[src/rtl/fmadd_mul_round_stage.sv]
// FMADD rounding stage: rounds the post-normalized 48-bit product mantissa and packs an IEEE-754 result.
// Two-stage valid/ready pipeline; define FMADD_RND_FLAGS_EN to add the out_flags {NV,DZ,OF,UF,NX} port.
module fmadd_mul_round_stage #(
    parameter int std  = 31,
    parameter int man  = 22,
    parameter int exp  = 7,
    parameter int bias = 127
) (
    input  logic                       clk,
    input  logic                       rst,
    input  logic                       in_valid,
    output logic                       in_ready,
    input  logic [man+man+exp+6:0]     in_no,
    input  logic                       in_sticky,
    input  logic                       in_zero_unrounded,
    input  logic [2:0]                 in_rm,
    output logic                       out_valid,
    input  logic                       out_ready,
    output logic [std:0]               out_result
`ifdef FMADD_RND_FLAGS_EN
    ,
    output logic [4:0]                 out_flags
`endif
);

    localparam int EW   = exp + 2;       // incoming biased exponent width
    localparam int MW   = 2*man + 4;     // incoming mantissa width, hidden bit at MW-1
    localparam int KW   = man + 2;       // kept bits including hidden bit
    localparam int FW   = man + 1;       // packed fraction width
    localparam int EMAX = 2*bias + 1;    // all-ones exponent (inf/nan)

    localparam logic [2:0] RNE = 3'b000;
    localparam logic [2:0] RTZ = 3'b001;
    localparam logic [2:0] RDN = 3'b010;
    localparam logic [2:0] RUP = 3'b011;
    localparam logic [2:0] RMM = 3'b100;

    // Handshake: a word moves across a boundary only in a cycle where its valid and ready
    // are both high; ready never depends on the valid of the same boundary.
    logic adv1;
    logic s1_valid;
    assign adv1     = !out_valid || out_ready;
    assign in_ready = !s1_valid || adv1;

    logic          in_sign;
    logic [EW-1:0] in_e;
    logic [MW-1:0] in_m;
    assign {in_sign, in_e, in_m} = in_no;

    logic [KW-1:0] kept;
    logic          guard, st, inexact, inc;
    logic [2:0]    rm_eff;

    always_comb begin
        kept    = in_m[MW-1 -: KW];
        guard   = in_m[MW-KW-1];
        st      = (|in_m[MW-KW-2:0]) | in_sticky;
        inexact = guard | st;
        rm_eff  = (in_rm > RMM) ? RNE : in_rm;
        case (rm_eff)
            RTZ:     inc = 1'b0;
            RDN:     inc = in_sign & inexact;
            RUP:     inc = !in_sign & inexact;
            RMM:     inc = guard;
            default: inc = guard & (st | kept[0]);
        endcase
    end

    logic          s1_sign, s1_inc, s1_inexact, s1_zero;
    logic [EW-1:0] s1_e;
    logic [KW-1:0] s1_kept;
    logic [2:0]    s1_rm;

    always_ff @(posedge clk) begin
        if (in_valid && in_ready) begin
            s1_sign    <= in_sign;
            s1_e       <= in_e;
            s1_kept    <= kept;
            s1_inc     <= inc;
            s1_inexact <= inexact;
            s1_rm      <= rm_eff;
            s1_zero    <= in_zero_unrounded;
        end
    end

    logic [KW:0]    sum;
    logic [EW:0]    e_fin;
    logic [FW-1:0]  frac;
    logic           ovf, of_f, nx_f, uf_f;
    logic [std:0]   res;

    always_comb begin
        sum   = {1'b0, s1_kept} + {{KW{1'b0}}, s1_inc};
        e_fin = {1'b0, s1_e};
        frac  = sum[FW-1:0];
        if (sum[KW]) begin
            frac  = sum[KW-1:1];
            e_fin = e_fin + (EW+1)'(1);
        end else if (s1_e == '0 && sum[KW-1]) begin
            e_fin = (EW+1)'(1);
        end
        ovf = e_fin >= (EW+1)'(EMAX);
        res = {s1_sign, e_fin[exp:0], frac};
        of_f = 1'b0;
        if (s1_zero) begin
            if (s1_inexact && ((s1_rm == RUP && !s1_sign) || (s1_rm == RDN && s1_sign)))
                res = {s1_sign, {(std-1){1'b0}}, 1'b1};
            else
                res = {s1_sign, {std{1'b0}}};
        end else if (ovf) begin
            of_f = 1'b1;
            // Directed modes saturate to max finite when rounding toward zero for that sign.
            if (s1_rm == RTZ || (s1_rm == RDN && !s1_sign) || (s1_rm == RUP && s1_sign))
                res = {s1_sign, (exp+1)'(EMAX-1), {FW{1'b1}}};
            else
                res = {s1_sign, {(exp+1){1'b1}}, {FW{1'b0}}};
        end
        nx_f = s1_inexact | of_f;
        uf_f = (res[std-1 -: exp+1] == '0) & nx_f;
    end

    always_ff @(posedge clk) begin
        if (rst) begin
            s1_valid   <= 1'b0;
            out_valid  <= 1'b0;
            out_result <= '0;
`ifdef FMADD_RND_FLAGS_EN
            out_flags  <= '0;
`endif
        end else begin
            if (in_ready)
                s1_valid <= in_valid;
            if (adv1)
                out_valid <= s1_valid;
            if (adv1 && s1_valid) begin
                out_result <= res;
`ifdef FMADD_RND_FLAGS_EN
                out_flags  <= {2'b00, of_f, uf_f, nx_f};
`endif
            end
        end
    end

endmodule

[config.mk]
export PLATFORM = sky130hd
export DESIGN_NAME = fmadd_mul_round_stage
export DESIGN_NICKNAME = d
export VERILOG_FILES = /design/src/rtl/fmadd_mul_round_stage.sv
export SDC_FILE = /design/constraint.sdc
export NUM_CORES = 1
export LEC_CHECK = 0
export CORE_MARGIN = 5
export CORE_UTILIZATION = 53
export DETAILED_ROUTE_END_ITERATION = 8
export GPL_TIMING_DRIVEN = 1
export PLACE_DENSITY = 0.85
export REMOVE_ABC_BUFFERS = 1
export SKIP_LAST_GASP = 1
export SLEW_MARGIN = 20
export SYNTH_ARGS = -nofsm -noshare
export SYNTH_HDL_FRONTEND = slang
export SYNTH_SLANG_ARGS = --single-unit
[constraint.sdc]
create_clock -name clk -period 5.5 [get_ports clk]
set_clock_uncertainty 0.1 [all_clocks]
set_input_delay 0.55 -clock clk [delete_from_list [all_inputs] [get_ports clk]]
set_output_delay 0.55 -clock clk [all_outputs]
set_load 0.1 [all_outputs]
==> run_results.csv, run 1 <==
group,metric,value,unit
floorplanning,die_area,9160,µm²
worst_setup_path,crit_chain,"ha_1 -> ha_1 -> nand2_1 -> nor3_1 -> nand3_1 -> a31oi_1 -> or3_1 -> a211oi_2 -> buf_4 -> a221oi_2",
power_and_ir_drop,power_density,253,nW/µm²
power_and_ir_drop,leakagePower,1.71,nW
route,wl,10.2,mm
yosys,yosysMostFrequentCell,"nand2_1",
yosys,synth-seq-cells,74,
clock_network,cts_root_buf,"clkbuf_8",
global_routing,grt_max_degree,36,
clock_network,cts_made_buffers,9,
yosys,yosys.area.top_type,"edfxtp_1",
global_routing,grt_pass1_wl,16.5,mm
outcome,status,"completed",
floorplanning,die_w,95.7,µm
floorplanning,core_area,7210,µm²
yosys,synth_area,3890,µm²
yosys,ys_seq_area_share,48.3,%
clock_network,cts_tree,"built",
worst_setup_path,r2r-end,"out_result[8]",
yosys,synth_area_per_cell,10.3,µm²
placement,hpwl,7.68,mm
placement,place.gp.congestion,0.913,
floorplanning,start_util,54.0,%
worst_setup_path,start_kind,"flop",
route,antenna_left,0,
yosys,async_flop_share,0,%
route,first_pass_iters,4,
clock_network,clkSlewWorstSetupHoldPaths,0.08,ns
clock_network,htreeDepth,3,
floorplanning,rows,31,
power_and_ir_drop,power,1.31,mW
route,wire_per_inst,17.7,µm
worst_setup_path,rrSetupSlack,2.09,ns
yosys,synth-compound-area-share,18.2,%
timing,finalHoldViolCount,0,
yosys,yosys_warnings,0,
worst_setup_path,criticalPathCategory,"flop to flop",
yosys,synth-xor-area-share,6.52,%
clock_network,cts_setup_buffers,0,
hold_path,min_path_type,"flop to flop",
worst_setup_path,cp_max_fo,16,
yosys,synth_edf_count,40,
worst_setup_path,critPathRequiredTime,5.68,ns
global_routing,track_usage,23.8,%
yosys,ys_types,58,
timing,min_period,3.41,ns
clock_network,clock_sinks,74,
yosys,synth_area_leaders,"edfxtp_1 31%, dfxtp_1 17%, nand2_1 5.1%",
timing,slew_viol_final,0,
timing,setup_viol,0,
clock_network,cts_resized,0,
worst_setup_path,r2r-start,"s1_inc",
finish,area_growth,32.3,%
timing,slew_headroom,32.0,%
yosys,synth_top_cell_area_share,30.8,%
timing,worstMarginPinSlew,1.02,ns
timing,fmax,0.293,GHz
yosys,synth_top_family_by_area,"simple AND/OR/NAND/NOR gates",
worst_setup_path,cpPeakStageDelay,0.73,ns
yosys,synth_mux_area_share,0.803,%
worst_setup_path,crit_path_top_delay_cell,"nor3_1",
finish,final_nets,545,
finish,drive_above_1_share,9.19,%
yosys,synth_commonest_cells,"53 x nand2_1, 40 x edfxtp_1, 34 x dfxtp_1",
hold_path,min_from,"out_result[15]",
clock_network,hold_buffers,0,
floorplanning,fp.dieH,95.7,µm
route,drc,0,
flow_run,cap_violations,0,
global_routing,antenna_found_initial,0,
yosys,synth_cells,378,
route,vias,3420,
worst_setup_path,reg2reg_depth,10,
yosys,synthSimpleGateAreaFrac,21.9,%
route,via_per_inst,5.92,
global_routing,grt_pass1_vias,3513,
timing,period_share,62.1,%
route,first_iter_violations,256,
clock_network,clock_latency,0.36,ns
floorplanning,io_pins,101,
worst_setup_path,arrival,3.59,ns
power_and_ir_drop,peakVddDrop,0.173,mV
clock_network,clockBufferDepth,2,
timing,setup_tns,0,ns
yosys,synthFlopType,"edfxtp_1",
worst_setup_path,crit_path_frequent_cell,"ha_1",
global_routing,grt_overflow,0,
yosys,synthAdderAreaFrac,1.28,%
placement,port_buffers,100,
finish,diodes,0,
hold_path,holdPathEnd,"out_result[15]",
worst_setup_path,cp-end-kind,"flop",
hold_path,holdPathStages,2,
timing,rsz0062_at_grt,"no",
## cells in the final DEF, fill, tap and decap left out, drive strengths merged, types with 8 or more instances in the layout
| cell type | synthesis | final |
|---|---|---|
| a211oi | 8 | 8 |
| edfxtp | 40 | 40 |
| nor4 | 15 | 15 |
| a21oi | 22 | 22 |
| xnor2 | 17 | 17 |
| nor2 | 19 | 19 |
| clkbuf | 9 | 9 |
| clkdlybuf4s50 | 0 | 100 |
| nand2 | 53 | 53 |
| xor2 | 12 | 12 |
| o21ai | 17 | 17 |
| nand3 | 11 | 11 |
| dfxtp | 34 | 34 |
| a221oi | 22 | 22 |
| nand4 | 12 | 12 |
## final cells by class
cell class / count / area (µm²)
inverters: 5 / 18.8
clock buffers: 9 / 124
clock inverters: 7 / 76.3
well taps: 99 / 124
multi-input cells: 280 / 1900
fillers: 554 / 2060
repair buffers: 104 / 1030
flip-flops and latches: 74 / 1880
## kinds of logic after synthesis
family,Yosys count
buffers and inverters,24
DFF,74
muxes,3
and+or+nand+nor,154
xor gates and xnor gates,29
adders and majority gates,4
AOI/OAI and AO/OA,90
## metal layers
metal / wire length, µm / GRT usage, %
met1: 4050 / 28.6
met5: 0 / 0
met3: 815 / 6.65
met2: 5150 / 39.8
met4: 210 / 10.2
## where the power goes
group / switching, mW / internal, mW / total [mW]
registers: 0.0281 / 0.612 / 0.640
logic: 0.145 / 0.0924 / 0.237
clock network: 0.215 / 0.213 / 0.428
total: 0.388 / 0.918 / 1.31
## worst max-delay path: cells and delay by family, from the launching register on
kind / cells / cell delay [ns]
buffers and inverters: 1 / 0.24
DFF: 1 / 0.33
adders and majority gates: 2 / 0.47
AOI/OAI and AO/OA: 3 / 0.67
and+or+nand+nor: 4 / 1.51
## through the flow
| stage | setup slack, ns | hold WS (ns) | util, % | instance area (µm²) | std cells |
|---|---|---|---|---|---|
| 3_5_place_dp | 2.12 | 0.342 | 68.6 | 4950 | 562 |
| 3_3_place_gp | 2.31 | 0.337 | 68.6 | 4950 | 562 |
| 5_1_grt | 1.68 | 0.361 | 71.4 | 5150 | 578 |
| 6_report | 2.09 | 0.347 | 71.4 | 5150 | 578 |
| 4_1_cts | 2.10 | 0.352 | 71.4 | 5150 | 578 |
| 2_1_floorplan | 2.20 | 0.387 | - | 3800 | 359 |
## worst max path at each step
stage | cells past startpoint | startpoint | to | slack [ns]
floorplan | 8 | s1_inc | out_result[10] | 2.20
global placement | 9 | s1_inc | out_result[19] | 2.31
detailed placement | 10 | s1_inc | out_result[8] | 2.12
CTS | 10 | s1_inc | out_result[8] | 2.10
global route | 10 | s1_kept[0] | out_result[14] | 1.68
finish | 10 | s1_inc | out_result[8] | 2.09
## flip-flops by register name (all words and copies together), names as in the netlist, 3 cells and up
signal	count
out_result	32
s1_kept	24
s1_e	9
s1_rm	3
Power figures use the tool's default switching activity.
==> inputs of run 2 (changes only) <==
--- a/config.mk
+++ b/config.mk
@@ -6,10 +6,10 @@
 export NUM_CORES = 1
 export LEC_CHECK = 0
 export CORE_MARGIN = 5
-export CORE_UTILIZATION = 53
+export CORE_UTILIZATION = 49
 export DETAILED_ROUTE_END_ITERATION = 8
 export GPL_TIMING_DRIVEN = 1
-export PLACE_DENSITY = 0.85
+export PLACE_DENSITY = 0.79
 export REMOVE_ABC_BUFFERS = 1
 export SKIP_LAST_GASP = 1
 export SLEW_MARGIN = 20
==> constraint.sdc (replaced) <==
create_clock -name clk -period 3.2 [get_ports clk]
set_clock_uncertainty 0.1 [all_clocks]
set_input_delay 0.32 -clock clk [delete_from_list [all_inputs] [get_ports clk]]
set_output_delay 0.32 -clock clk [all_outputs]
set_load 0.1 [all_outputs]
==> run 2 against run 1 <==
Hold slack better by 0.0019 ns. Setup slack worse by 1.9 ns. Maximum frequency increased by 12%. Clock power grew 100%. Combinational power is 80% higher. Register-to-register slack worse by 1.9 ns. Final area increased by 4.2%. Critical path type unchanged. Flip-flop and latch count is the same.
==> run_results.csv, run 2 (synthesis gave the netlist of run 1 again) <==
group,metric,value,unit
clock_network,cts_made_buffers,9,
worst_setup_path,crit_path_frequent_cell,"a221oi_2",
worst_setup_path,reg2reg_depth,10,
hold_path,holdPathStages,2,
worst_setup_path,r2r-end,"out_result[22]",
floorplanning,die_w,99.2,µm
placement,port_buffers,100,
global_routing,grt_overflow,0,
clock_network,cts_root_buf,"clkbuf_8",
global_routing,grt_pass1_vias,3568,
power_and_ir_drop,power_switching,0.643,mW
clock_network,clockBufferDepth,2,
power_and_ir_drop,combPwrFrac,17.9,%
global_routing,track_usage,22.5,%
worst_setup_path,arrival,3.21,ns
global_routing,antenna_found_initial,0,
worst_setup_path,crit_path_top_delay_cell,"edfxtp_1",
timing,fmax,0.329,GHz
clock_network,cts_tree,"built",
route,first_iter_violations,200,
power_and_ir_drop,peakVddDrop,0.218,mV
power_and_ir_drop,netSwitchingFraction,27.0,%
power_and_ir_drop,p_int,1.74,mW
floorplanning,core_area,7730,µm²
global_routing,grt_max_degree,41,
timing,period_share,95.1,%
route,first_pass_iters,5,
finish,utilization,69.4,%
worst_setup_path,rrSetupSlack,0.16,ns
finish,largest_registers,"out_result: 32 flops, s1_kept: 24 flops, s1_e: 9 flops",
floorplanning,die_area,9830,µm²
worst_setup_path,start_kind,"flop",
floorplanning,start_util,50.4,%
clock_network,cts_setup_buffers,0,
timing,finalHoldViolCount,0,
finish,final_common_cell,"clkdlybuf4s50_1",
power_and_ir_drop,power,2.38,mW
finish,final_nets,566,
worst_setup_path,r2r-start,"s1_e[0]",
route,via_per_inst,5.71,
worst_setup_path,setup.worst_path.start,"s1_e[0]",
route,wire_per_inst,17.4,µm
finish,diodes,0,
finish,drive_above_1_share,16.2,%
route,drc,0,
clock_network,clock_latency,0.35,ns
power_and_ir_drop,leakagePower,1.88,nW
placement,place.gp.congestion,0.959,
hold_path,min_from,"out_result[19]",
worst_setup_path,cp_num_buf_inv,2,
worst_setup_path,cp-end-kind,"flop",
clock_network,clock_sinks,74,
worst_setup_path,criticalPathCategory,"flop to flop",
route,vias,3438,
timing,worstMarginPinSlew,0.976,ns
route,wl,10.5,mm
timing,setup_viol,0,
hold_path,holdPathEnd,"out_result[19]",
global_routing,grt_pass1_wl,17.3,mm
power_and_ir_drop,power_density,444,nW/µm²
floorplanning,io_pins,101,
flow_run,cap_violations,0,
clock_network,clkSlewWorstSetupHoldPaths,0.08,ns
hold_path,min_path_type,"flop to flop",
worst_setup_path,crit_chain,"inv_1 -> ha_1 -> nor4b_1 -> nand2_1 -> o311a_1 -> a221oi_2 -> or4_4 -> o211ai_4 -> buf_12 -> a221oi_2",
finish,top_register,"out_result",
clock_network,hold_buffers,0,
worst_setup_path,cpPeakStageDelay,0.48,ns
finish,largest_reg_flops,32,
finish,area_growth,37.8,%
power_and_ir_drop,clkPwrFrac,36.1,%
timing,min_period,3.04,ns
power_and_ir_drop,pwr-share-seq,46.1,%
clock_network,cts_resized,1,
outcome,status,"completed",
timing,rsz0062_at_grt,"no",
timing,slew_viol_final,0,
worst_setup_path,cp_max_fo,11,
worst_setup_path,crit_family,"compound AO/OA/AOI/OAI gates",
placement,hpwl,8.26,mm
worst_setup_path,critPathRequiredTime,3.37,ns
clock_network,htreeDepth,3,
timing,slew_headroom,34.7,%
route,antenna_left,0,
floorplanning,fp.dieH,99.2,µm
floorplanning,rows,32,
finish,layout_common_cells,"86 x clkdlybuf4s50_1, 53 x nand2_1, 40 x edfxtp_1, 37 x buf_4, 34 x dfxtp_1",
==> run 2: routing by layer <==
| metal | vias to the layer above | track usage [%] | part of all wire (%) |
|---|---|---|---|
| met1 | 1586 | 27.4 | 40 |
| met3 | 19 | 4.77 | 6.9 |
| met5 | - | 0 | 0 |
| met2 | 152 | 39.3 | 51 |
| met4 | 0 | 8.19 | 2.1 |
| li1 | 1681 | - | - |
==> run 2: worst max-delay path by stage <==
stage                           endpoint  slack, ns  depth (start not counted)
final                     out_result[22]       0.16                         10
after global routing       out_result[9]       0.03                         10
after CTS                  out_result[9]       0.13                         10
after detailed placement   out_result[9]      -0.03                          9
after global placement     out_result[3]       0.11                          9
after floorplan           out_result[10]      -0.10                          8
==> run 2: tightest hold or removal path, delay by kind of cell (launching register included) <==
| kind | cells | cell delay [ns] |
|---|---|---|
| flip-flops | 1 | 0.31 |
| AO/OA/AOI/OAI | 1 | 0.05 |
| AND/OR/NAND/NOR | 1 | 0.05 |
==> run 2: power by group through the flow <==
stage / Clock, mW / Sequential [mW] / Combinational (mW)
finish: 0.859 / 1.10 / 0.426
CTS: 0.870 / 1.10 / 0.427
detailed placement: 0 / 1.12 / 0.425
global placement: 0 / 1.12 / 0.421
global route: 0.915 / 1.10 / 0.455
floorplan: 0 / 1.22 / 0.132
==> run 2: cell type report <==
class | count | area (µm²)
multi-input combinational | 280 | 1920
clock inverter | 5 | 104
fill | 585 | 2360
sequential | 74 | 1880
timing repair buffer | 125 | 1180
tap | 102 | 128
clock buffer | 11 | 131
inverter | 5 | 18.8
==> run 2: through the flow <==
stage | TNS, ns | cell area (µm²) | hold WS (ns) | setup slack, ns | cells
floorplan | -1.35 | 3800 | 0.286 | -0.103 | 359
global placement | 0 | 5100 | 0.338 | 0.108 | 586
detailed placement | -0.0596 | 5100 | 0.342 | -0.0265 | 586
CTS | 0 | 5340 | 0.353 | 0.133 | 602
global route | 0 | 5370 | 0.374 | 0.0296 | 602
finish | 0 | 5370 | 0.349 | 0.157 | 602
